===== config.mk =====
export PLATFORM = sky130hd
export DESIGN_NAME = csa_accum_ctrl
export DESIGN_NICKNAME = d
export VERILOG_FILES = /design/src/rtl/csa_ctrl_pkg.sv /design/src/rtl/csa_compress_3to2.sv /design/src/rtl/csa_accum_ctrl.sv
export SDC_FILE = /design/constraint.sdc
export NUM_CORES = 1
export LEC_CHECK = 0
export ABC_AREA = 1
export BUFFER_PORTS_ARGS = -buffer_cell sky130_fd_sc_hd__buf_2
export CAP_MARGIN = 5
export CORE_ASPECT_RATIO = 0.9
export CORE_MARGIN = 3
export CORE_UTILIZATION = 50
export CTS_BUF_LIST = sky130_fd_sc_hd__clkbuf_4
export CTS_CLUSTER_DIAMETER = 40
export DETAILED_ROUTE_END_ITERATION = 8
export GPL_ROUTABILITY_DRIVEN = 0
export PLACE_DENSITY = 0.8
export SLEW_MARGIN = 20
export SYNTH_ARGS = -nofsm -noshare
export SYNTH_HDL_FRONTEND = slang
export SYNTH_SLANG_ARGS = --single-unit

===== constraint.sdc =====
create_clock -name clk -period 6.15 [get_ports clk]
set_input_delay 0.615 -clock clk [delete_from_list [all_inputs] [get_ports clk]]
set_output_delay 0.615 -clock clk [all_outputs]
set_load 0.1 [all_outputs]

===== src/rtl/csa_ctrl_pkg.sv =====
// Shared types for the carry-save accumulator controller.
// State encoding and resolve slice width.
package csa_ctrl_pkg;

  localparam int SLICE = 4;

  typedef enum logic [1:0] {
    IDLE,
    ACCUM,
    RESOLVE,
    DONE
  } state_t;

endpackage


===== src/rtl/csa_compress_3to2.sv =====
// Bitwise 3:2 carry-save compressor.
// Carry vector is returned unshifted; the caller aligns it.
module csa_compress_3to2 #(
  parameter int WIDTH = 8
) (
  input  logic [WIDTH-1:0] a,
  input  logic [WIDTH-1:0] b,
  input  logic [WIDTH-1:0] c,
  output logic [WIDTH-1:0] s,
  output logic [WIDTH-1:0] co
);

  assign s  = a ^ b ^ c;
  assign co = (a & b) | (a & c) | (b & c);

endmodule


===== src/rtl/csa_accum_ctrl.sv =====
// Multi-operand accumulator: carry-save per beat,
// then a sliced carry-propagate resolve pass.
module csa_accum_ctrl
  import csa_ctrl_pkg::*;
#(
  parameter int W     = 12,
  parameter int CNT_W = 4
) (
  input  logic               clk,
  input  logic               rst_n,
  input  logic               in_valid,
  output logic               in_ready,
  input  logic [W-1:0]       in_data,
  input  logic               in_last,
  output logic               out_valid,
  input  logic               out_ready,
  output logic [W+CNT_W-1:0] out_sum,
  output logic [CNT_W:0]     out_count,
  output logic               out_ovf
);

  localparam int AW  = W + CNT_W;
  localparam int NSL = AW / SLICE;
  localparam int KW  = $clog2(NSL + 1);

  if (AW % SLICE != 0) begin : g_bad_width
    $error("csa_accum_ctrl: W+CNT_W must be a multiple of 4");
  end

  state_t          state_q, state_d;
  logic [AW-1:0]   s_q, s_d;
  logic [AW-1:0]   c_q, c_d;
  logic [AW-1:0]   r_q, r_d;
  logic            cy_q, cy_d;
  logic [KW-1:0]   k_q, k_d;
  logic [CNT_W:0]  cnt_q, cnt_d;
  logic            ovf_q, ovf_d;

  logic [AW-1:0]   x;
  logic [AW-1:0]   cs_s;
  logic [AW-1:0]   cs_c;
  logic [AW-1:0]   cs_c_sh;
  logic            accept;
  logic [SLICE-1:0] s4, c4;
  logic [SLICE:0]  sum5;

  assign x = {{CNT_W{1'b0}}, in_data};

  csa_compress_3to2 #(
    .WIDTH(AW)
  ) u_csa (
    .a (s_q),
    .b (c_q),
    .c (x),
    .s (cs_s),
    .co(cs_c)
  );

  assign cs_c_sh = cs_c << 1;

  assign in_ready  = (state_q == IDLE) || (state_q == ACCUM);
  assign accept    = in_valid && in_ready;
  assign out_valid = (state_q == DONE);
  assign out_sum   = r_q;
  assign out_count = cnt_q;
  assign out_ovf   = ovf_q;

  always_comb begin
    s4 = '0;
    c4 = '0;
    for (int i = 0; i < NSL; i++) begin
      if (k_q == KW'(i)) begin
        s4 = s_q[i*SLICE +: SLICE];
        c4 = c_q[i*SLICE +: SLICE];
      end
    end
    sum5 = {1'b0, s4} + {1'b0, c4} + {{SLICE{1'b0}}, cy_q};
  end

  always_comb begin
    state_d = state_q;
    s_d     = s_q;
    c_d     = c_q;
    r_d     = r_q;
    cy_d    = cy_q;
    k_d     = k_q;
    cnt_d   = cnt_q;
    ovf_d   = ovf_q;

    if (accept) begin
      s_d = cs_s;
      c_d = cs_c_sh;
      if (cnt_q != '1) cnt_d = cnt_q + 1'b1;
      if (cnt_q == (CNT_W+1)'(1 << CNT_W)) ovf_d = 1'b1;
    end

    unique case (state_q)
      IDLE, ACCUM: begin
        if (accept) state_d = in_last ? RESOLVE : ACCUM;
      end
      RESOLVE: begin
        // one trailing cycle after the top slice before DONE
        if (k_q == KW'(NSL)) begin
          state_d = DONE;
        end else begin
          for (int i = 0; i < NSL; i++) begin
            if (k_q == KW'(i)) r_d[i*SLICE +: SLICE] = sum5[SLICE-1:0];
          end
          cy_d = sum5[SLICE];
          k_d  = k_q + 1'b1;
        end
      end
      DONE: begin
        if (out_ready) begin
          state_d = IDLE;
          s_d     = '0;
          c_d     = '0;
          r_d     = '0;
          cy_d    = 1'b0;
          k_d     = '0;
          cnt_d   = '0;
          ovf_d   = 1'b0;
        end
      end
      default: state_d = IDLE;
    endcase
  end

  always_ff @(posedge clk or negedge rst_n) begin
    if (!rst_n) begin
      state_q <= IDLE;
      s_q     <= '0;
      c_q     <= '0;
      r_q     <= '0;
      cy_q    <= 1'b0;
      k_q     <= '0;
      cnt_q   <= '0;
      ovf_q   <= 1'b0;
    end else begin
      state_q <= state_d;
      s_q     <= s_d;
      c_q     <= c_d;
      r_q     <= r_d;
      cy_q    <= cy_d;
      k_q     <= k_d;
      cnt_q   <= cnt_d;
      ovf_q   <= ovf_d;
    end
  end

endmodule

==> results_dict.tcl, run 1 <==
set metrics [dict create \
    status "finished, final reports clean" \
    track_usage 0.208 \
    cts_resized 0 \
    io_buffers 40 \
    final_cell_mix "72 x nor2_1, 68 x nand2_1, 60 x dfrtp_1" \
    finalMaxSlewViolations 0 \
    fmax_mhz 343 \
    core_area_um2 6320 \
    layout_commonest_cell "nor2_1" \
    rows 27 \
    cts_made_buffers 9 \
    drt_wl_total_um 7260 \
    clock-sinks 60 \
    hold_viol_final 0 \
    min_path_type "in2async" \
    antenna_found_initial 0 \
    rr_worst_depth 14 \
    critical_path_arrival_ns 3.21 \
    syn_to_final_growth_pct 10.9 \
    avgSynthCellArea_um2 8.70 \
    grt_start_max_net_pins 61 \
    grt_pass1_vias 2642 \
    pin_count 41 \
    hold_buffers 0 \
    grt_pass1_wl_um 12800 \
    netlist_area_um2 3380 \
    tightest_slew_ns 0.765 \
    dieArea_um2 7770 \
    synth_nets 432 \
    drive_above_1_share 0.192 \
    n_antenna_cell 0 \
    slew_headroom 0.490 \
    synthCells 388 \
    finalNetCount 472 \
    cts_root_buf "clkbuf_4" \
    drc 0 \
    start_util 0.534 \
    cts.htree.levels 3 \
    finalWorstPathRequiredPeriod_ns 2.92 \
    cts_setup_buffers 0 \
    final_antenna_net_count 0 \
    yosys_warnings 0 \
    rsz0062_at_grt "false" \
    grt-ovfl-total 0 \
    crit_required_ns 6.44 \
    dpl.hpwl_um 5170 \
    startpoint_type "flip-flop" \
    worstSetupEndpointType "flip-flop" \
    ys_types 27 \
    die_h_um 84.0 \
    vias_per_cell 5.19 \
    dr_total_vias 2700 \
    fin_crit_sh 0.474 \
    ys_seq_area_frac 0.445 \
    maxCapViolations 0 \
    path_class "reg2reg" \
    clockBufferDepth 2 \
    finalSetupViolCount 0 \
    synth_seq_cells 60 \
    cts_tree "yes" \
    firstDrtPassIters 4 \
    die_w_um 92.6 \
    path_clk_slew_ns 0.10 \
    clock_skew_ns 0.0147 \
    crit_fanout 9 \
    finalSetupTns_ns 0 \
    clk_latency_ns 0.41 \
    first_iter_violations 215 \
    wl_per_cell_um 14.0 \
    n_fill_cell 557 \
]
## routing by layer
metal  track usage  share of wire  vias up
li1              -              -     1336
met2         0.307           0.45       74
met3        0.0550          0.061       11
met1         0.299           0.47     1279
met4        0.0679          0.014        0
met5             0              0        -
## state kept, by name, summed over array words and instances, names as in the netlist
name	count
c_q	16
cy_q	1
k_q	3
out_count	5
out_ovf	1
out_sum	16
s_q	16
state_q	2
## worst paths after layout
path                          endpoint  startpoint  slack [ns]
hold / removal                  c_q[5]       rst_n        0.36
setup reg to reg           out_sum[13]      k_q[1]        3.23
max in group asynchronous      c_q[14]       rst_n        5.29
hold reg to reg             out_sum[4]  out_sum[4]        0.49
setup / recovery           out_sum[13]      k_q[1]        3.23
min in group clk            state_q[1]     in_last        0.46
## through the flow
stage,std cells,utilization,hold WS [ns],worst slack (ns),cell area (um2)
6_report,520,0.593,0.358,3.23,3740
3_5_place_dp,504,0.571,0.463,3.31,3610
4_1_cts,520,0.593,0.371,3.28,3740
5_1_grt,520,0.593,0.399,2.89,3740
3_3_place_gp,504,0.571,0.461,3.43,3610
2_1_floorplan,388,-,0.319,3.58,3380
## critical path, stage by stage (launching register included)
cell and delay (ns):
dfrtp_1 0.42, inv_1 0.10, ha_1 0.16, inv_2 0.08, nor2_1 0.43, nand2_1 0.12, a21oi_1 0.16, o21ai_0 0.11
fa_1 0.40, inv_1 0.09, fa_1 0.41, inv_1 0.06, nor2_1 0.04, inv_1 0.11, o21ai_0 0.11
## layout make-up
cell class | instances | area (um2) | area share
Clock buffer | 11 | 82.6 | 0.0221
Multi-Input combinational cell | 274 | 1630 | 0.434
Clock inverter | 5 | 52.6 | 0.0140
Sequential cell | 60 | 1500 | 0.401
Inverter | 42 | 165 | 0.0441
Timing Repair Buffer | 41 | 208 | 0.0555
Tap cell | 87 | 109 | 0.0291
## Yosys cell counts
library cell	count	share of area
a211oi_1	8	0.018
a21oi_1	4	0.0059
a22oi_1	1	0.0022
buf_2	6	0.0089
buf_6	4	0.013
clkbuf_1	2	0.0022
dfrtp_1	60	0.44
fa_1	14	0.083
ha_1	13	0.048
inv_1	36	0.040
inv_2	3	0.0033
inv_4	3	0.0056
nand2_1	68	0.076
nand2_2	1	0.0019
nand2_4	5	0.017
nand3_1	28	0.042
nand4_1	5	0.0093
nor2_1	72	0.080
nor2_2	1	0.0019
nor3_1	1	0.0015
o211ai_1	1	0.0022
o21a_1	1	0.0022
o21ai_0	29	0.043
o21ai_1	6	0.0089
o21ai_2	13	0.034
o22ai_1	2	0.0037
xor2_1	1	0.0026
## kinds of logic after synthesis
family / count (synthesis) / synth area share
AND/OR/NAND/NOR: 181 / 0.228
AO/OA/AOI/OAI: 65 / 0.120
XOR/XNOR: 1 / 0.00259
flip-flops: 60 / 0.445
adder cells (fa/ha/maj): 27 / 0.131
buffers and inverters: 54 / 0.0734
Power of run 1 is not shown: default switching activity piles up to over one toggle a cycle in this logic, so the estimate is an artifact.
==> run 2, diff against run 1 <==
- PLACE_DENSITY: 0.8 -> 0.83
- clock period: 6.15 -> 2.6 ns (I/O delays scaled with it)
==> results_dict.tcl, run 2 (synthesized netlist as in run 1, its figures left out) <==
set metrics [dict create \
    setup_ws_ns 0.0925 \
    tightest_slew_ns 0.509 \
    rows 27 \
    wl_per_cell_um 14.3 \
    die_h_um 84.0 \
    cts_tree "yes" \
    status "finished, final reports clean" \
    critical_path_arrival_ns 2.81 \
    fin_crit_sh 0.964 \
    path_class "reg2reg" \
    min_path_type "in2reg" \
    grt_start_max_net_pins 45 \
    finalWorstPathRequiredPeriod_ns 2.51 \
    core_area_um2 6320 \
    firstDrtPassIters 4 \
    startpoint_type "flip-flop" \
    antenna_found_initial 0 \
    slew_headroom 0.660 \
    crit_family "adder cells" \
    layout_commonest_cell "nor2_1" \
    crit_chain "buf_4 > ha_1 > inv_2 > buf_6 > nand3_1 > a21oi_1 > o21ai_1 > fa_2 > inv_2 > fa_1 > inv_1 > nor2_1 > inv_2 > o21ai_0" \
    track_usage 0.216 \
    grt_pass1_wl_um 13300 \
    drc 0 \
    final_antenna_net_count 0 \
    final_cell_mix "68 x nor2_1, 65 x nand2_1, 60 x dfrtp_1" \
    critPathBufInv 6 \
    cts_root_buf "clkbuf_4" \
    finalMaxSlewViolations 0 \
    io_buffers 40 \
    crit_fanout 8 \
    maxCapViolations 0 \
    pin_count 41 \
    drive_above_1_share 0.231 \
    path_clk_slew_ns 0.11 \
    grt_pass1_vias 2728 \
    crit_required_ns 2.91 \
    start_util 0.534 \
    path_common_cell "inv_2" \
    dpl.hpwl_um 5480 \
    hold_viol_final 0 \
    cts_made_buffers 9 \
    wl_met2_um 3610 \
    clockBufferDepth 2 \
    dieArea_um2 7770 \
    drt_wl_total_um 7610 \
    die_w_um 92.6 \
    cts.htree.levels 3 \
    rsz0062_at_grt "true" \
    clock_skew_ns 0.0211 \
    crit_path_max_incr_delay_ns 0.42 \
    n_fill_cell 558 \
    finalSetupViolCount 0 \
    highest_layer "met4" \
    wl_met1_um 3440 \
    crit_slowest_cell "dfrtp_1" \
    first_iter_violations 126 \
    vias_per_cell 5.36 \
    place_ws_ns -0.0407 \
    worstSetupEndpointType "flip-flop" \
    dr_total_vias 2849 \
    syn_to_final_growth_pct 15.3 \
    clock-sinks 60 \
    dr_wl_met3_um 397 \
    finalNetCount 484 \
    n_antenna_cell 0 \
    grt-ovfl-total 0 \
    finalSetupTns_ns 0 \
    clk_latency_ns 0.42 \
    fmax_mhz 399 \
]
==> run 2: cell count changes in the layout (fill, tap and decap cells not counted), sizes merged <==
| cell | previous run | this run |
|---|---|---|
| buf | 41 | 52 |
| bufinv | 1 | 2 |
| clkbuf | 11 | 9 |
| clkinv | 3 | 5 |
| clkinvlp | 1 | 0 |
| dlygate4sd3 | 0 | 1 |
==> run 2: per-stage QoR <==
| stage | utilization | hold slack (ns) | cell area (um2) | cells |
|---|---|---|---|---|
| 2_1_floorplan | - | -0.0356 | 3380 | 388 |
| 3_3_place_gp | 0.583 | 0.234 | 3680 | 514 |
| 3_5_place_dp | 0.583 | 0.248 | 3680 | 514 |
| 4_1_cts | 0.610 | 0.107 | 3850 | 531 |
| 5_1_grt | 0.616 | 0.106 | 3890 | 532 |
| 6_report | 0.616 | 0.121 | 3890 | 532 |
==> run 2: timing repair <==
item,CTS,global route
buffers inserted,0,1
resized for setup,4,14
hold buffers,1,0
setup endpoints to repair,8,9
cloned,0,0
hold endpoints to repair,20,0
==> run 2: final cells by class <==
cell class	instances	area [um2]	share of cell area
inverter	42	165	0.0424
tap	87	109	0.0280
timing repair buffer	53	308	0.0791
clock inverter	7	81.3	0.0209
clock buffer	9	67.6	0.0174
multi-input combinational	274	1660	0.426
sequential	60	1500	0.386
==> run 2: layer usage <==
metal / up-vias / global-route usage
li1: 1355 / -
met5: - / 0
met2: 90 / 0.318
met4: 0 / 0.0746
met1: 1387 / 0.305
met3: 17 / 0.0604
==> run 2: final timing paths <==
kind | start | endpoint | slack, ns | cells past startpoint
setup reg to reg | k_q[0] | out_sum[9] | 0.09 | 14
hold / removal | in_last | state_q[1] | 0.12 | 3
min in group asynchronous | rst_n | out_sum[15] | 0.32 | 2
max in group asynchronous | rst_n | s_q[12] | 1.62 | 3
hold reg to reg | out_sum[7] | out_sum[7] | 0.49 | 2
setup / recovery | k_q[0] | out_sum[9] | 0.09 | 14
==> run 2: worst reg2reg max path, stage by stage, from the launching register on <==
cell,delay [ns]
dfrtp_1,0.42
buf_4,0.14
ha_1,0.19
inv_2,0.08
buf_6,0.13
nand3_1,0.08
a21oi_1,0.13
o21ai_1,0.10
fa_2,0.37
inv_2,0.07
fa_1,0.41
inv_1,0.06
nor2_1,0.05
inv_2,0.08
o21ai_0,0.08
Power of run 2 is left out for the same reason.
==> run 3, diff against run 2 <==
- CORE_UTILIZATION: 50 -> 34
- PLACE_DENSITY: 0.83 -> 0.63
==> results_dict.tcl, run 3 (synthesized netlist as in run 1, its figures left out) <==
set metrics [dict create \
    status "finished, final reports clean" \
    path_class "reg2reg" \
    finalWorstPathRequiredPeriod_ns 2.42 \
    fin_util 0.421 \
    finalMaxSlewViolations 0 \
    rows 33 \
    critPathBufInv 3 \
    grt_start_max_net_pins 45 \
    clock-sinks 60 \
    dr_total_vias 2722 \
    hold_viol_final 0 \
    grt_pass1_wl_um 13000 \
    critical_path_arrival_ns 2.74 \
    use_met2 0.229 \
    grt-ovfl-total 0 \
    drt_wl_total_um 7730 \
    min_path_type "in2reg" \
    tightest_slew_ns 0.672 \
    crit_family "simple AND/OR/NAND/NOR gates" \
    crit_fanout 4 \
    met1_usage 0.199 \
    cts_tree "yes" \
    fmax_mhz 413 \
    start_util 0.360 \
    crit_slowest_cell "dfrtp_1" \
    startpoint_type "flip-flop" \
    firstDrtPassIters 4 \
    dpl.hpwl_um 5630 \
    n_antenna_cell 0 \
    final_cell_mix "70 x nor2_1, 67 x nand2_1, 60 x dfrtp_1" \
    crit_chain "ha_1 > inv_2 > nor2_1 > buf_4 > buf_4 > nand2_1 > nand3_1 > nand3_1 > nand2_1 > ha_1 > a21oi_1 > nand3_1 > nand4_1 > nand2_1" \
    path_clk_slew_ns 0.11 \
    drive_above_1_share 0.236 \
    finalNetCount 484 \
    clock_skew_ns 0.0171 \
    cts.htree.levels 3 \
    final_antenna_net_count 0 \
    core_area_um2 9370 \
    die_h_um 101 \
    first_iter_violations 149 \
    n_fill_cell 962 \
    clockBufferDepth 2 \
    pin_count 41 \
    cts_made_buffers 9 \
    met3_usage 0.0384 \
    worstSetupEndpointType "flip-flop" \
    antenna_found_initial 0 \
    slew_headroom 0.552 \
    top_usage_layer "met2" \
    grt_pass1_vias 2690 \
    vias_per_cell 4.80 \
    maxCapViolations 0 \
    crit_path_max_incr_delay_ns 0.44 \
    dieArea_um2 11200 \
    syn_to_final_growth_pct 16.8 \
    cts_root_buf "clkbuf_4" \
    wl_per_cell_um 13.6 \
    track_usage 0.146 \
    io_buffers 40 \
    clk_latency_ns 0.42 \
    finalSetupViolCount 0 \
    drc 0 \
    crit_required_ns 2.92 \
    die_w_um 111 \
    layout_commonest_cell "nor2_1" \
    fin_crit_sh 0.932 \
]
run 3: cell count changes in the layout (fill, tap and decap cells not counted), sizes merged:
cell      before  now
clkinv         5    2
clkinvlp       0    3
run 3: path summary, 6_finish.rpt:
check / startpoint / slack [ns] / to / cells past startpoint
setup / recovery: k_q[0] / 0.18 / out_sum[15] / 14
hold reg to reg: out_sum[3] / 0.49 / out_sum[3] / 2
min in group asynchronous: rst_n / 0.40 / out_sum[12] / 2
setup reg to reg: k_q[0] / 0.18 / out_sum[15] / 14
hold / removal: in_last / 0.13 / state_q[1] / 3
max in group asynchronous: rst_n / 1.48 / c_q[0] / 3
run 3: final cells by class:
cell class,count,area [um2],share of cell area
multi-input combinational,274,1660,0.421
clock inverter,7,91.3,0.0232
clock buffer,9,67.6,0.0171
tap,122,153,0.0387
sequential,60,1500,0.381
timing repair buffer,53,304,0.0771
inverter,42,165,0.0419
run 3: worst register-to-register path: stages (launching register included):
cell and delay (ns):
dfrtp_1 0.44, ha_1 0.23, inv_2 0.07, nor2_1 0.05
buf_4 0.16, buf_4 0.13, nand2_1 0.05, nand3_1 0.12
nand3_1 0.12, nand2_1 0.07, ha_1 0.35, a21oi_1 0.18
nand3_1 0.16, nand4_1 0.15, nand2_1 0.06
run 3: stage by stage:
stage	cell area, um2	std cells	setup slack [ns]	setup TNS, ns	hold WS (ns)
after floorplan	3380	388	0.0294	0	-0.0356
after global placement	3720	548	0.117	0	0.326
after detailed placement	3720	548	0.00377	0	0.335
after CTS	3890	565	0.00168	0	0.113
after global routing	3940	567	-0.0131	-0.0235	0.138
final	3940	567	0.177	0	0.135
run 3: per-layer routing:
metal | vias up | wire [um]
li1 | 1361 | -
met1 | 1296 | 3700
met2 | 56 | 3580
met3 | 9 | 348
met4 | 0 | 100
met5 | - | 0
run 3: timing repair:
action | in CTS | in global routing
buffers inserted | 0 | 2
resized for setup | 0 | 16
hold buffers | 1 | 0
setup endpoints to repair | 0 | 13
hold endpoints to repair | 26 | 0
Power of run 3 is left out for the same reason.
